File: config.mk
export PLATFORM = sky130hd
export DESIGN_NAME = ps2_tx
export DESIGN_NICKNAME = d
export VERILOG_FILES = /design/src/rtl/ps2_tx.sv
export SDC_FILE = /design/constraint.sdc
export NUM_CORES = 1
export LEC_CHECK = 0
export BUFFER_PORTS_ARGS = -buffer_cell sky130_fd_sc_hd__buf_4
export CORE_ASPECT_RATIO = 0.5
export CORE_MARGIN = 4
export CORE_UTILIZATION = 44
export CTS_CLUSTER_SIZE = 28
export DETAILED_ROUTE_END_ITERATION = 10
export PLACE_DENSITY = 0.68
export SYNTH_ARGS = -nofsm -noshare
export SYNTH_HDL_FRONTEND = slang
export SYNTH_SLANG_ARGS = --single-unit
File: constraint.sdc
create_clock -name clk -period 2.6 [get_ports clk]
set_input_delay 0.26 -clock clk [delete_from_list [all_inputs] [get_ports clk]]
set_output_delay 0.26 -clock clk [all_outputs]
set_load 0.01 [all_outputs]
File: src/rtl/ps2_tx.sv
// ps2_tx: host-to-device PS/2 command transmitter with line conditioning and ACK/timeout handling.
module ps2_tx_filt #(
  parameter int FILTER = 8
) (
  input  logic clk,
  input  logic rst,
  input  logic raw,
  output logic f
);
  logic [1:0] s_q;
  logic       f_q, f_d;
  logic [7:0] c_q, c_d;
  always_comb begin
    f_d = f_q;
    c_d = 8'd0;
    if (s_q[1] != f_q) begin
      c_d = c_q + 8'd1;
      if (c_q == 8'(FILTER - 1)) begin
        f_d = s_q[1];
        c_d = 8'd0;
      end
    end
  end
  always_ff @(posedge clk) begin
    if (rst) begin
      s_q <= 2'b11;
      f_q <= 1'b1;
      c_q <= 8'd0;
    end else begin
      s_q <= {s_q[0], raw};
      f_q <= f_d;
      c_q <= c_d;
    end
  end
  assign f = f_q;
endmodule

module ps2_tx #(
  parameter int INHIBIT_CYCLES = 10000,
  parameter int REQ_CYCLES     = 200,
  parameter int FILTER         = 8,
  parameter int TIMEOUT_CYCLES = 2000000
) (
  input  logic       clk,
  input  logic       rst,
  input  logic [7:0] tx_data,
  input  logic       tx_valid,
  output logic       tx_ready,
  input  logic       ps2_clk_in,
  input  logic       ps2_data_in,
  output logic       ps2_clk_oe,
  output logic       ps2_data_oe,
  output logic       busy,
  output logic       rx_mask,
  output logic       tx_done,
  output logic       tx_ack_err,
  output logic       tx_timeout
);
  typedef enum logic [2:0] {IDLE, INHIBIT, REQ, SEND, ACK, WAIT_IDLE} state_t;
  state_t      state_q, state_d;
  logic [31:0] cnt_q, cnt_d;
  logic [3:0]  bit_q, bit_d;
  logic [7:0]  byte_q, byte_d;
  logic        par_q, par_d, data_oe_q, data_oe_d, clk_prev_q;
  logic        done_q, done_d, err_q, err_d, to_q, to_d;
  logic        clk_f, data_f, fall, timeout;
  ps2_tx_filt #(.FILTER(FILTER)) u_clk_filt (.clk(clk), .rst(rst), .raw(ps2_clk_in), .f(clk_f));
  ps2_tx_filt #(.FILTER(FILTER)) u_data_filt (.clk(clk), .rst(rst), .raw(ps2_data_in), .f(data_f));
  assign fall    = clk_prev_q & ~clk_f;
  assign timeout = (state_q == SEND || state_q == ACK || state_q == WAIT_IDLE) &&
                   cnt_q == 32'(TIMEOUT_CYCLES - 1);
  always_comb begin
    state_d   = state_q;
    cnt_d     = cnt_q;
    bit_d     = bit_q;
    byte_d    = byte_q;
    par_d     = par_q;
    data_oe_d = data_oe_q;
    done_d    = 1'b0;
    err_d     = 1'b0;
    to_d      = 1'b0;
    case (state_q)
      IDLE: begin
        data_oe_d = 1'b0;
        if (tx_valid) begin
          state_d = INHIBIT;
          cnt_d   = 32'd0;
          byte_d  = tx_data;
          par_d   = ~^tx_data;
        end
      end
      INHIBIT: begin
        cnt_d = cnt_q + 32'd1;
        if (cnt_q == 32'(INHIBIT_CYCLES - 1)) begin
          state_d   = REQ;
          cnt_d     = 32'd0;
          data_oe_d = 1'b1;
        end
      end
      REQ: begin
        cnt_d = cnt_q + 32'd1;
        if (cnt_q == 32'(REQ_CYCLES - 1)) begin
          state_d = SEND;
          cnt_d   = 32'd0;
          bit_d   = 4'd0;
        end
      end
      SEND: begin
        cnt_d = cnt_q + 32'd1;
        if (fall) begin
          bit_d     = bit_q + 4'd1;
          data_oe_d = bit_q < 4'd8 ? ~byte_q[bit_q[2:0]] : bit_q == 4'd8 ? ~par_q : 1'b0;
          state_d   = bit_q == 4'd10 ? ACK : SEND;
        end
      end
      ACK: begin
        cnt_d     = cnt_q + 32'd1;
        data_oe_d = 1'b0;
        err_d     = data_f;
        state_d   = data_f ? IDLE : WAIT_IDLE;
      end
      WAIT_IDLE: begin
        cnt_d = cnt_q + 32'd1;
        if (clk_f && data_f) begin
          done_d  = 1'b1;
          state_d = IDLE;
        end
      end
      default: state_d = IDLE;
    endcase
    // A timeout overrides whatever the edge logic decided this cycle.
    if (timeout) begin
      state_d   = IDLE;
      data_oe_d = 1'b0;
      to_d      = 1'b1;
      done_d    = 1'b0;
      err_d     = 1'b0;
    end
  end
  always_ff @(posedge clk) begin
    if (rst) begin
      state_q    <= IDLE;
      cnt_q      <= 32'd0;
      bit_q      <= 4'd0;
      byte_q     <= 8'd0;
      par_q      <= 1'b0;
      data_oe_q  <= 1'b0;
      clk_prev_q <= 1'b1;
      done_q     <= 1'b0;
      err_q      <= 1'b0;
      to_q       <= 1'b0;
    end else begin
      state_q    <= state_d;
      cnt_q      <= cnt_d;
      bit_q      <= bit_d;
      byte_q     <= byte_d;
      par_q      <= par_d;
      data_oe_q  <= data_oe_d;
      clk_prev_q <= clk_f;
      done_q     <= done_d;
      err_q      <= err_d;
      to_q       <= to_d;
    end
  end
  assign tx_ready    = state_q == IDLE;
  assign busy        = state_q != IDLE;
  assign rx_mask     = busy;
  assign ps2_clk_oe  = state_q == INHIBIT || state_q == REQ;
  assign ps2_data_oe = data_oe_q;
  assign tx_done     = done_q;
  assign tx_ack_err  = err_q;
  assign tx_timeout  = to_q;
endmodule

==> impl_metrics.ini, run 1 <==
[placed_design]
io_buffers = 20
place.gp.congestion = 0.8805
dp_hpwl_mm = 5.849

[floorplan]
die_area_um2 = 10810
io_pins = 21
die_h_um = 75.56
die_w_um = 143.1
core-area_um2 = 8798
fp-row-count = 24
initial_utilization_pct = 45.65

[clocking]
clock_latency_ns = 0.34
htree_levels = 3
cts_tree = built
cts-root-buf = clkbuf_16
cts.clk_slew.worst_paths_ns = 0.05
cts_sinks = 75
postCtsSetupBuffers = 0
numCtsBuffers = 9
cts_resized = 0
cts_buffer_depth = 2
ctsHoldBuffers = 0

[run]
cap_violations = 0

[synthesis]
synth-edff-count = 0
syn_inst = 460
ys_ff_latch = 75
synth_top_family_by_area = simple AND/OR/NAND/NOR gates
avgSynthCellArea_um2 = 8.731
netlist_area_um2 = 4016
synth_xor_area_share_pct = 9.595
synthSimpleGateAreaFrac_pct = 34.36
synth_cell_types = 68
synth_compound_area_share_pct = 9.657
yosysTopAreaCell = dfxtp_1
syn_nets = 480
muxShareOfSynthArea_pct = 2.150
yosysSeqAreaShare_pct = 37.38
synth.top_cells.by_area = dfxtp_1, xnor2_1, nor2_1, nand2_1, nand3_1
ys_warn_count = 0
netlist.area_leader.share_pct = 37.38
synth-adder-area-share_pct = 2.181
ys.flop_type = dfxtp_1
synth_async_sr_flop_share_pct = 0

[setup_path]
critPathMaxFanout = 9
cp.arrival_ns = 2.46
worst_r2r_path_depth = 6
r2r_slack_ns = 0.36
rr_endpoint = cnt_q[21]$_SDFFE_PP0P_
crit_type = register to register
reg2reg_from = cnt_q[0]$_SDFFE_PP0P_
cp_cell_sequence = ha_1 -> and3_1 -> and4_1 -> o211a_1 -> nor2_2 -> a221o_1
critPathMaxStageDelay_ns = 0.43
cp_slowest_cell = dfxtp_1
worst_setup_path_end_kind = register
start_kind = register
required_ns = 2.82

[routing]
dr.pass1.iters = 5
routed_wl_mm = 8.384
final_antenna_net_count = 0
first_iter_violations = 216
drc = 0
viasPerCell = 5.566
wl_per_cell_um = 14.16
vias = 3295

[power_and_ir_drop]
power.total_w = 0.002653
p_per_area_nw_per_um2 = 587.8
vdd_drop_max_uv = 391.1
p_leak_nw = 1.549

[sta]
worstMarginPinSlew_ns = 0.5177
rsz0062_at_grt = false
hold_viol_final = 0
tns_ns = 0
period_share_pct = 86.07
fmaxAchievable_mhz = 446.9
drv_slew = 0
finalClockSkew_ns = 0.003247
setup_viol = 0
period_minus_slack_ns = 2.238
relSlewSlack_pct = 65.44
whs_ns = 0.09928

[finish]
layout-drive-gt1-share_pct = 16.42
nNetsFinal = 490
nFillCells = 819
syn_to_final_growth_pct = 12.37
diodes = 0

[global_route]
gr-total-overflow = 0
grt_pass1_vias = 2951
antenna_found_initial = 0
track_usage_pct = 16.77
grt_max_degree = 36
grt_pass1_wl_mm = 14.29

[hold_path]
hold_end = u_clk_filt.s_q[0]$_SDFF_PP1_
holdCritStartpoint = ps2_clk_in
hold_depth = 2
hp-class = primary input to register

[outcome]
status = complete, no violations
## synth_stat cells (all sizes together), types with 3 or more instances
cell type / count
a211o: 3
a21oi: 16
a221o: 3
a31oi: 5
and2: 8
and3: 9
and4: 8
buf: 13
clkbuf: 12
dfxtp: 75
ha: 7
inv: 13
mux2i: 3
nand2: 42
nand2b: 3
nand3: 24
nand3b: 3
nand4: 12
nor2: 48
nor2b: 4
nor3: 22
nor4: 22
nor4b: 5
o21ai: 6
or2: 9
or3: 6
or4: 6
xnor2: 32
xor2: 12
## cell families after synthesis
family                     after synthesis
DFF                                     75
and+or+nand+nor                        238
xor gates and xnor gates                44
buffers and inverters                   38
muxes                                    6
AOI/OAI and AO/OA                       52
adders and majority gates                7
## registers in the layout, summed over array words and instances (netlist names)
name / cells
tx_timeout: 1
clk_prev_q: 1
tx_done: 1
u_clk_filt.c_q: 8
state_q: 3
u_clk_filt.f: 1
bit_q: 4
cnt_q: 32
u_data_filt.f: 1
par_q: 1
u_data_filt.c_q: 8
tx_ack_err: 1
ps2_data_oe: 1
u_data_filt.s_q: 2
u_clk_filt.s_q: 2
byte_q: 8
## layout by cell type, fill, tap and decap left out, types with 3 or more instances in the layout
| master | instances |
|---|---|
| o21ai_0 | 5 |
| or4_1 | 4 |
| nand2_1 | 41 |
| and2_1 | 8 |
| a211o_1 | 3 |
| clkinv_2 | 4 |
| nand4_1 | 11 |
| buf_4 | 24 |
| dfxtp_1 | 75 |
| a221o_1 | 3 |
| nor4b_1 | 5 |
| mux2i_1 | 3 |
| a31oi_1 | 5 |
| inv_1 | 13 |
| a21oi_1 | 15 |
| nor4_2 | 9 |
| or2_2 | 9 |
| xor2_1 | 12 |
| xnor2_1 | 32 |
| clkbuf_16 | 9 |
| nand3_1 | 23 |
| nor3_1 | 22 |
| and3_1 | 7 |
| or3_1 | 5 |
| nor4_1 | 13 |
| nor2_1 | 45 |
| and4_1 | 7 |
| nor2b_1 | 4 |
| nand2b_1 | 3 |
| ha_1 | 7 |
## metrics by stage
step	cells	worst slack (ns)	area [µm²]	util, %
after CTS	592	0.3719	4513	51.29
after floorplan	460	0.7242	4016	-
after global routing	592	0.2118	4513	51.29
after global placement	576	0.4448	4204	47.78
final	592	0.3622	4513	51.29
after detailed placement	576	0.3825	4204	47.78
## report_power, final
group / total [W] / internal (W) / switching [W]
combinational: 0.000170 / 0.0000738 / 0.0000965
clock: 0.00130 / 0.000832 / 0.000467
sequential: 0.00118 / 0.00117 / 0.0000142
total: 0.00265 / 0.00208 / 0.000577
## how the worst max path moves through the flow
stage,start,end,slack [ns],cells past startpoint
floorplan,cnt_q[0]$_SDFFE_PP0P_,cnt_q[19]$_SDFFE_PP0P_,0.72,7
global route,cnt_q[0]$_SDFFE_PP0P_,cnt_q[21]$_SDFFE_PP0P_,0.21,6
global placement,cnt_q[0]$_SDFFE_PP0P_,cnt_q[25]$_SDFFE_PP0P_,0.44,6
detailed placement,cnt_q[0]$_SDFFE_PP0P_,cnt_q[21]$_SDFFE_PP0P_,0.38,6
finish,cnt_q[0]$_SDFFE_PP0P_,cnt_q[21]$_SDFFE_PP0P_,0.36,6
CTS,cnt_q[0]$_SDFFE_PP0P_,cnt_q[21]$_SDFFE_PP0P_,0.37,6
## routing by layer
layer  part of all wire (%)  vias up  global-route usage [%]
li1                       -     1668                       -
met1                     47     1560                   21.14
met2                     47       54                   27.49
met3                    4.3       13                   4.953
met4                    1.7        0                   6.849
met5                      0        -                       0
## cell type report
| class | count | area [µm²] | area share, % |
|---|---|---|---|
| Sequential cell | 75 | 1501 | 33.27 |
| Clock buffer | 10 | 229.0 | 5.073 |
| Multi-Input combinational cell | 347 | 2327 | 51.57 |
| Tap cell | 117 | 146.4 | 3.244 |
| Timing Repair Buffer | 24 | 180.2 | 3.992 |
| Clock inverter | 6 | 80.08 | 1.774 |
| Inverter | 13 | 48.80 | 1.081 |
## critical path, delay by kind of cell, from the launching register on
kind | cells | cell delay, ns
flops | 1 | 0.43
compound gates | 2 | 0.70
simple gates | 3 | 0.71
fa+ha+maj | 1 | 0.28
Power figures use the tool's default switching activity.
==> inputs of run 2 (changes only) <==
--- a/config.mk
+++ b/config.mk
@@ -8,10 +8,10 @@
 export BUFFER_PORTS_ARGS = -buffer_cell sky130_fd_sc_hd__buf_4
 export CORE_ASPECT_RATIO = 0.5
 export CORE_MARGIN = 4
-export CORE_UTILIZATION = 44
+export CORE_UTILIZATION = 45
 export CTS_CLUSTER_SIZE = 28
 export DETAILED_ROUTE_END_ITERATION = 10
-export PLACE_DENSITY = 0.68
+export PLACE_DENSITY = 0.61
 export SYNTH_ARGS = -nofsm -noshare
 export SYNTH_HDL_FRONTEND = slang
 export SYNTH_SLANG_ARGS = --single-unit
==> run 2 against run 1 <==
Sequential cell count is the same; first-iteration DRC count down 16%; routed wire length increased by 1.6%; highest routed layer unchanged; cell area increased by 0.67%; worst setup slack better by 0.0013 ns; combinational power is essentially flat; critical path type unchanged; sequential power about the same; largest power group unchanged.
==> impl_metrics.ini, run 2 (synthesis gave the netlist of run 1 again) <==
[run]
cap_violations = 0

[finish]
layout_common_cells = dfxtp_1, nor2_1, nand2_1
diodes = 0
syn_to_final_growth_pct = 13.12
nNetsFinal = 493
utilization_pct = 52.17
layout-drive-gt1-share_pct = 17.15
largest_register_ff_count = 32
mostFrequentLayoutCell = dfxtp_1
design_area_um2 = 4543
regMostFlops = cnt_q

[floorplan]
die_h_um = 74.81
core-area_um2 = 8708
fp-row-count = 24
die_w_um = 141.6
initial_utilization_pct = 46.12
io_pins = 21
die_area_um2 = 10590

[clocking]
cts.clk_slew.worst_paths_ns = 0.06
cts-root-buf = clkbuf_16
ctsHoldBuffers = 0
postCtsSetupBuffers = 0
cts_sinks = 75
cts_buffer_depth = 2
clock_latency_ns = 0.33
cts_resized = 0
numCtsBuffers = 9
htree_levels = 3
cts_tree = built

[sta]
finalClockSkew_ns = 0.005387
whs_ns = 0.1101
rsz0062_at_grt = false
period_minus_slack_ns = 2.236
fmaxAchievable_mhz = 447.1
setup_viol = 0
period_share_pct = 86.02
worstMarginPinSlew_ns = 0.5134
relSlewSlack_pct = 65.72
hold_viol_final = 0
tns_ns = 0
drv_slew = 0

[power_and_ir_drop]
p_per_area_nw_per_um2 = 587.8
vdd_drop_max_uv = 359.2
power.total_w = 0.002670
p_leak_nw = 1.563

[routing]
drc = 0
routed_wl_mm = 8.517
viasPerCell = 5.459
vias = 3248
final_antenna_net_count = 0
wl_per_cell_um = 14.31
dr.pass1.iters = 4
first_iter_violations = 181

[setup_path]
worst_setup_path_end_kind = register
cp_slowest_cell = dfxtp_1
required_ns = 2.82
cp_cell_sequence = ha_1 -> and3_1 -> and4_1 -> o211a_1 -> nor2_2 -> a221o_1
cp.arrival_ns = 2.46
cp_top_family = compound AO/OA/AOI/OAI gates
crit_type = register to register
start_kind = register
critPathMaxFanout = 9
critPathMaxStageDelay_ns = 0.43
path_buf_inv = 0

[placed_design]
placed_area_um2 = 4227
dp_hpwl_mm = 6.058
place.gp.congestion = 0.9008
io_buffers = 20

[global_route]
antenna_found_initial = 0
gr-total-overflow = 0
grt_pass1_wl_mm = 14.48
track_usage_pct = 17.20
grt_pass1_vias = 3039
grt_max_degree = 36

[hold_path]
hp-class = primary input to register

[outcome]
status = complete, no violations
==> run 2: cell count changes in the layout (fill, tap and decap cells not counted), sizes merged <==
cell,previous run,this run
inv,13,14
clkinvlp,0,1
buf,24,27
clkbuf,10,9
clkinv,4,3
==> run 2: path summary, 6_finish.rpt <==
| check | cells past startpoint | slack (ns) | endpoint | startpoint |
|---|---|---|---|---|
| worst max-delay path | 6 | 0.36 | cnt_q[21]$_SDFFE_PP0P_ | cnt_q[0]$_SDFFE_PP0P_ |
| worst min-delay path | 2 | 0.11 | u_clk_filt.s_q[0]$_SDFF_PP1_ | ps2_clk_in |
| worst min register to register | 1 | 0.41 | u_clk_filt.s_q[1]$_SDFF_PP1_ | u_clk_filt.s_q[0]$_SDFF_PP1_ |
| worst max register to register | 6 | 0.36 | cnt_q[21]$_SDFFE_PP0P_ | cnt_q[0]$_SDFFE_PP0P_ |
==> run 2: per-stage QoR <==
| stage | setup WS [ns] | instances |
|---|---|---|
| 2_1_floorplan | 0.7242 | 460 |
| 3_3_place_gp | 0.4671 | 579 |
| 3_5_place_dp | 0.4022 | 579 |
| 4_1_cts | 0.3838 | 595 |
| 5_1_grt | 0.2214 | 595 |
| 6_report | 0.3635 | 595 |
==> run 2: metal layers <==
metal  routed length, µm  track usage (%)  share of wire, %  vias up
met5                   0                0                 0        -
met2                3871            27.91                45       43
met3                 297            4.822               3.5        9
li1                    -                -                 -     1676
met4                  75            5.957              0.88        0
met1                4273            22.46                50     1520
==> run 2: cell type report <==
cell class / count / area [µm²]
clock inverters: 7 / 91.34
well taps: 117 / 146.4
fillers: 857 / 4165
repair buffers: 27 / 202.7
clock buffers: 9 / 225.2
multi-input cells: 347 / 2327
inverters: 13 / 48.80
flip-flops and latches: 75 / 1501
==> run 2: worst reg2reg max path: stages (launching register included) <==
cell and delay (ns):
dfxtp_1 0.43, ha_1 0.27, and3_1 0.26, and4_1 0.31, o211a_1 0.39, nor2_2 0.13
a221o_1 0.34
==> run 2: power breakdown <==
| part | internal, W | switching [W] | total [W] |
|---|---|---|---|
| sequential | 0.00117 | 0.0000141 | 0.00118 |
| clock | 0.000837 | 0.000477 | 0.00131 |
| combinational | 0.0000741 | 0.0000992 | 0.000173 |
==> inputs of run 3 (changes only) <==
--- a/config.mk
+++ b/config.mk
@@ -9,6 +9,7 @@
 export CORE_ASPECT_RATIO = 0.5
 export CORE_MARGIN = 4
 export CORE_UTILIZATION = 45
+export CTS_BUF_LIST = sky130_fd_sc_hd__clkbuf_8 sky130_fd_sc_hd__clkbuf_16
 export CTS_CLUSTER_SIZE = 28
 export DETAILED_ROUTE_END_ITERATION = 10
 export PLACE_DENSITY = 0.61
==> constraint.sdc (replaced) <==
create_clock -name clk -period 2.28 [get_ports clk]
set_input_delay 0.228 -clock clk [delete_from_list [all_inputs] [get_ports clk]]
set_output_delay 0.228 -clock clk [all_outputs]
set_load 0.01 [all_outputs]
==> run 3 against run 2 <==
Register-to-register slack worse by 0.17 ns; power increased by 20%; sequential share of layout area is 1.1 points lower; routed wire length rose by 3.9%; sequential cell count stayed put; first-iteration DRC count is 6.1% lower; combinational power increased by 18%; clock skew shrank 0.00055 ns; worst setup slack lost 0.17 ns; non-clock buffer count up 14; critical path type unchanged; highest routed layer unchanged.
==> impl_metrics.ini, run 3 (synthesis gave the netlist of run 1 again) <==
[placed_design]
place.gp.congestion = 0.8638
io_buffers = 20
placed_area_um2 = 4344
dp_hpwl_mm = 6.357

[run]
cap_violations = 0

[routing]
wl_per_cell_um = 14.53
met3_length_um = 343
dr.pass1.iters = 4
wl_met2_mm = 3.982
m1WireLength_mm = 4.409
top_layer_used = met4
vias = 3324
final_antenna_net_count = 0
first_iter_violations = 170
drc = 0
routed_wl_mm = 8.847
viasPerCell = 5.458

[sta]
tns_ns = 0
whs_ns = 0.07742
finalClockSkew_ns = 0.004838
worstMarginPinSlew_ns = 0.4036
period_minus_slack_ns = 2.086
hold_viol_final = 0
rsz0062_at_grt = false
setup_viol = 0
relSlewSlack_pct = 73.06
fmaxAchievable_mhz = 479.5
period_share_pct = 91.47
drv_slew = 0

[global_route]
grt_pass1_wl_mm = 14.83
gr-total-overflow = 0
grt_pass1_vias = 3131
antenna_found_initial = 0
track_usage_pct = 17.67
grt_max_degree = 24

[hold_path]
hold_end = u_clk_filt.s_q[0]$_SDFF_PP1_
holdCritStartpoint = ps2_clk_in
hp-class = primary input to register
hold_depth = 2

[setup_path]
crit_type = register to register
worst_r2r_path_depth = 6
r2r_slack_ns = 0.19
start_kind = register
critPathMaxStageDelay_ns = 0.43
cp_cell_sequence = ha_1 -> and3_1 -> and4_1 -> o211a_2 -> nor2_2 -> a221o_1
required_ns = 2.51
cp.arrival_ns = 2.31
reg2reg_from = cnt_q[0]$_SDFFE_PP0P_
rr_endpoint = cnt_q[19]$_SDFFE_PP0P_
cp_slowest_cell = dfxtp_1
critPathMaxFanout = 9
worst_setup_path_end_kind = register

[finish]
syn_to_final_growth_pct = 16.85
mostFrequentLayoutCell = dfxtp_1
layout_common_cells = dfxtp_1, nor2_1, nand2_1
layout-drive-gt1-share_pct = 19.72
regMostFlops = cnt_q
utilization_pct = 53.89
nFillCells = 825
diodes = 0
nNetsFinal = 507
largest_register_ff_count = 32
design_area_um2 = 4693

[floorplan]
io_pins = 21
fp-row-count = 24
die_h_um = 74.81
core-area_um2 = 8708
die_area_um2 = 10590
die_w_um = 141.6
initial_utilization_pct = 46.12

[outcome]
status = complete, no violations

[clocking]
cts_sinks = 75
htree_levels = 3
cts-root-buf = clkbuf_16
numCtsBuffers = 9
clock_latency_ns = 0.34
cts_tree = built
cts_buffer_depth = 2
ctsHoldBuffers = 0
cts.clk_slew.worst_paths_ns = 0.06

[power_and_ir_drop]
p_leak_nw = 1.644
vdd_drop_max_uv = 359.5
p_per_area_nw_per_um2 = 683.1
==> run 3: changes by cell type in the layout (fill, tap and decap cells not counted), sizes merged <==
cell    change
buf        +14
bufinv      +1
clkinv      -1
==> run 3: worst max-delay path by stage <==
stage | from | end | slack, ns | cells past startpoint
floorplan | cnt_q[0]$_SDFFE_PP0P_ | cnt_q[19]$_SDFFE_PP0P_ | 0.40 | 7
global placement | cnt_q[0]$_SDFFE_PP0P_ | cnt_q[25]$_SDFFE_PP0P_ | 0.23 | 6
detailed placement | cnt_q[0]$_SDFFE_PP0P_ | cnt_q[25]$_SDFFE_PP0P_ | 0.15 | 6
CTS | cnt_q[0]$_SDFFE_PP0P_ | cnt_q[19]$_SDFFE_PP0P_ | 0.15 | 6
global route | cnt_q[0]$_SDFFE_PP0P_ | cnt_q[19]$_SDFFE_PP0P_ | 0.03 | 6
finish | cnt_q[0]$_SDFFE_PP0P_ | cnt_q[19]$_SDFFE_PP0P_ | 0.19 | 6
==> run 3: routing by layer <==
layer  GRT usage, %  vias to the layer above
li1               -                     1694
met1          22.61                     1564
met2          29.28                       54
met3          5.393                       12
met4          5.426                        0
met5              0                        -
==> run 3: worst max-delay path: cells and delay by family (launching register included) <==
family / cells / cell delay [ns]
fa+ha+maj: 1 / 0.27
flops: 1 / 0.43
compound gates: 2 / 0.68
simple gates: 3 / 0.59
==> run 3: per-stage QoR <==
stage               worst slack [ns]  std cells  power [W]
floorplan                     0.4042        460   0.001518
global placement              0.2290        593   0.001584
detailed placement            0.1478        593   0.001584
CTS                           0.1452        609   0.003240
global route                 0.02835        609   0.003320
finish                        0.1944        609   0.003206
==> run 3: power breakdown <==
| group | internal, W | total [W] | switching, W |
|---|---|---|---|
| registers | 0.00133 | 0.00135 | 0.0000181 |
| clock network | 0.00108 | 0.00165 | 0.000575 |
| logic | 0.0000906 | 0.000204 | 0.000113 |
==> run 3: area by class of cell <==
type                    instances  area, µm²  area share [%]
inverters                      13      48.80           1.040
flip-flops and latches         75       1501           31.99
repair buffers                 41      320.3           6.825
clock inverters                 7      123.9           2.639
clock buffers                   9      225.2           4.799
well taps                     117      146.4           3.119
multi-input cells             347       2327           49.59
==> run 3: what timing repair did <==
action                                  4_1_cts  5_1_grt
buffers inserted                              0        0
endpoints found under the setup margin        0        4
hold endpoints to repair                      0        0
gates resized for setup                       0        1
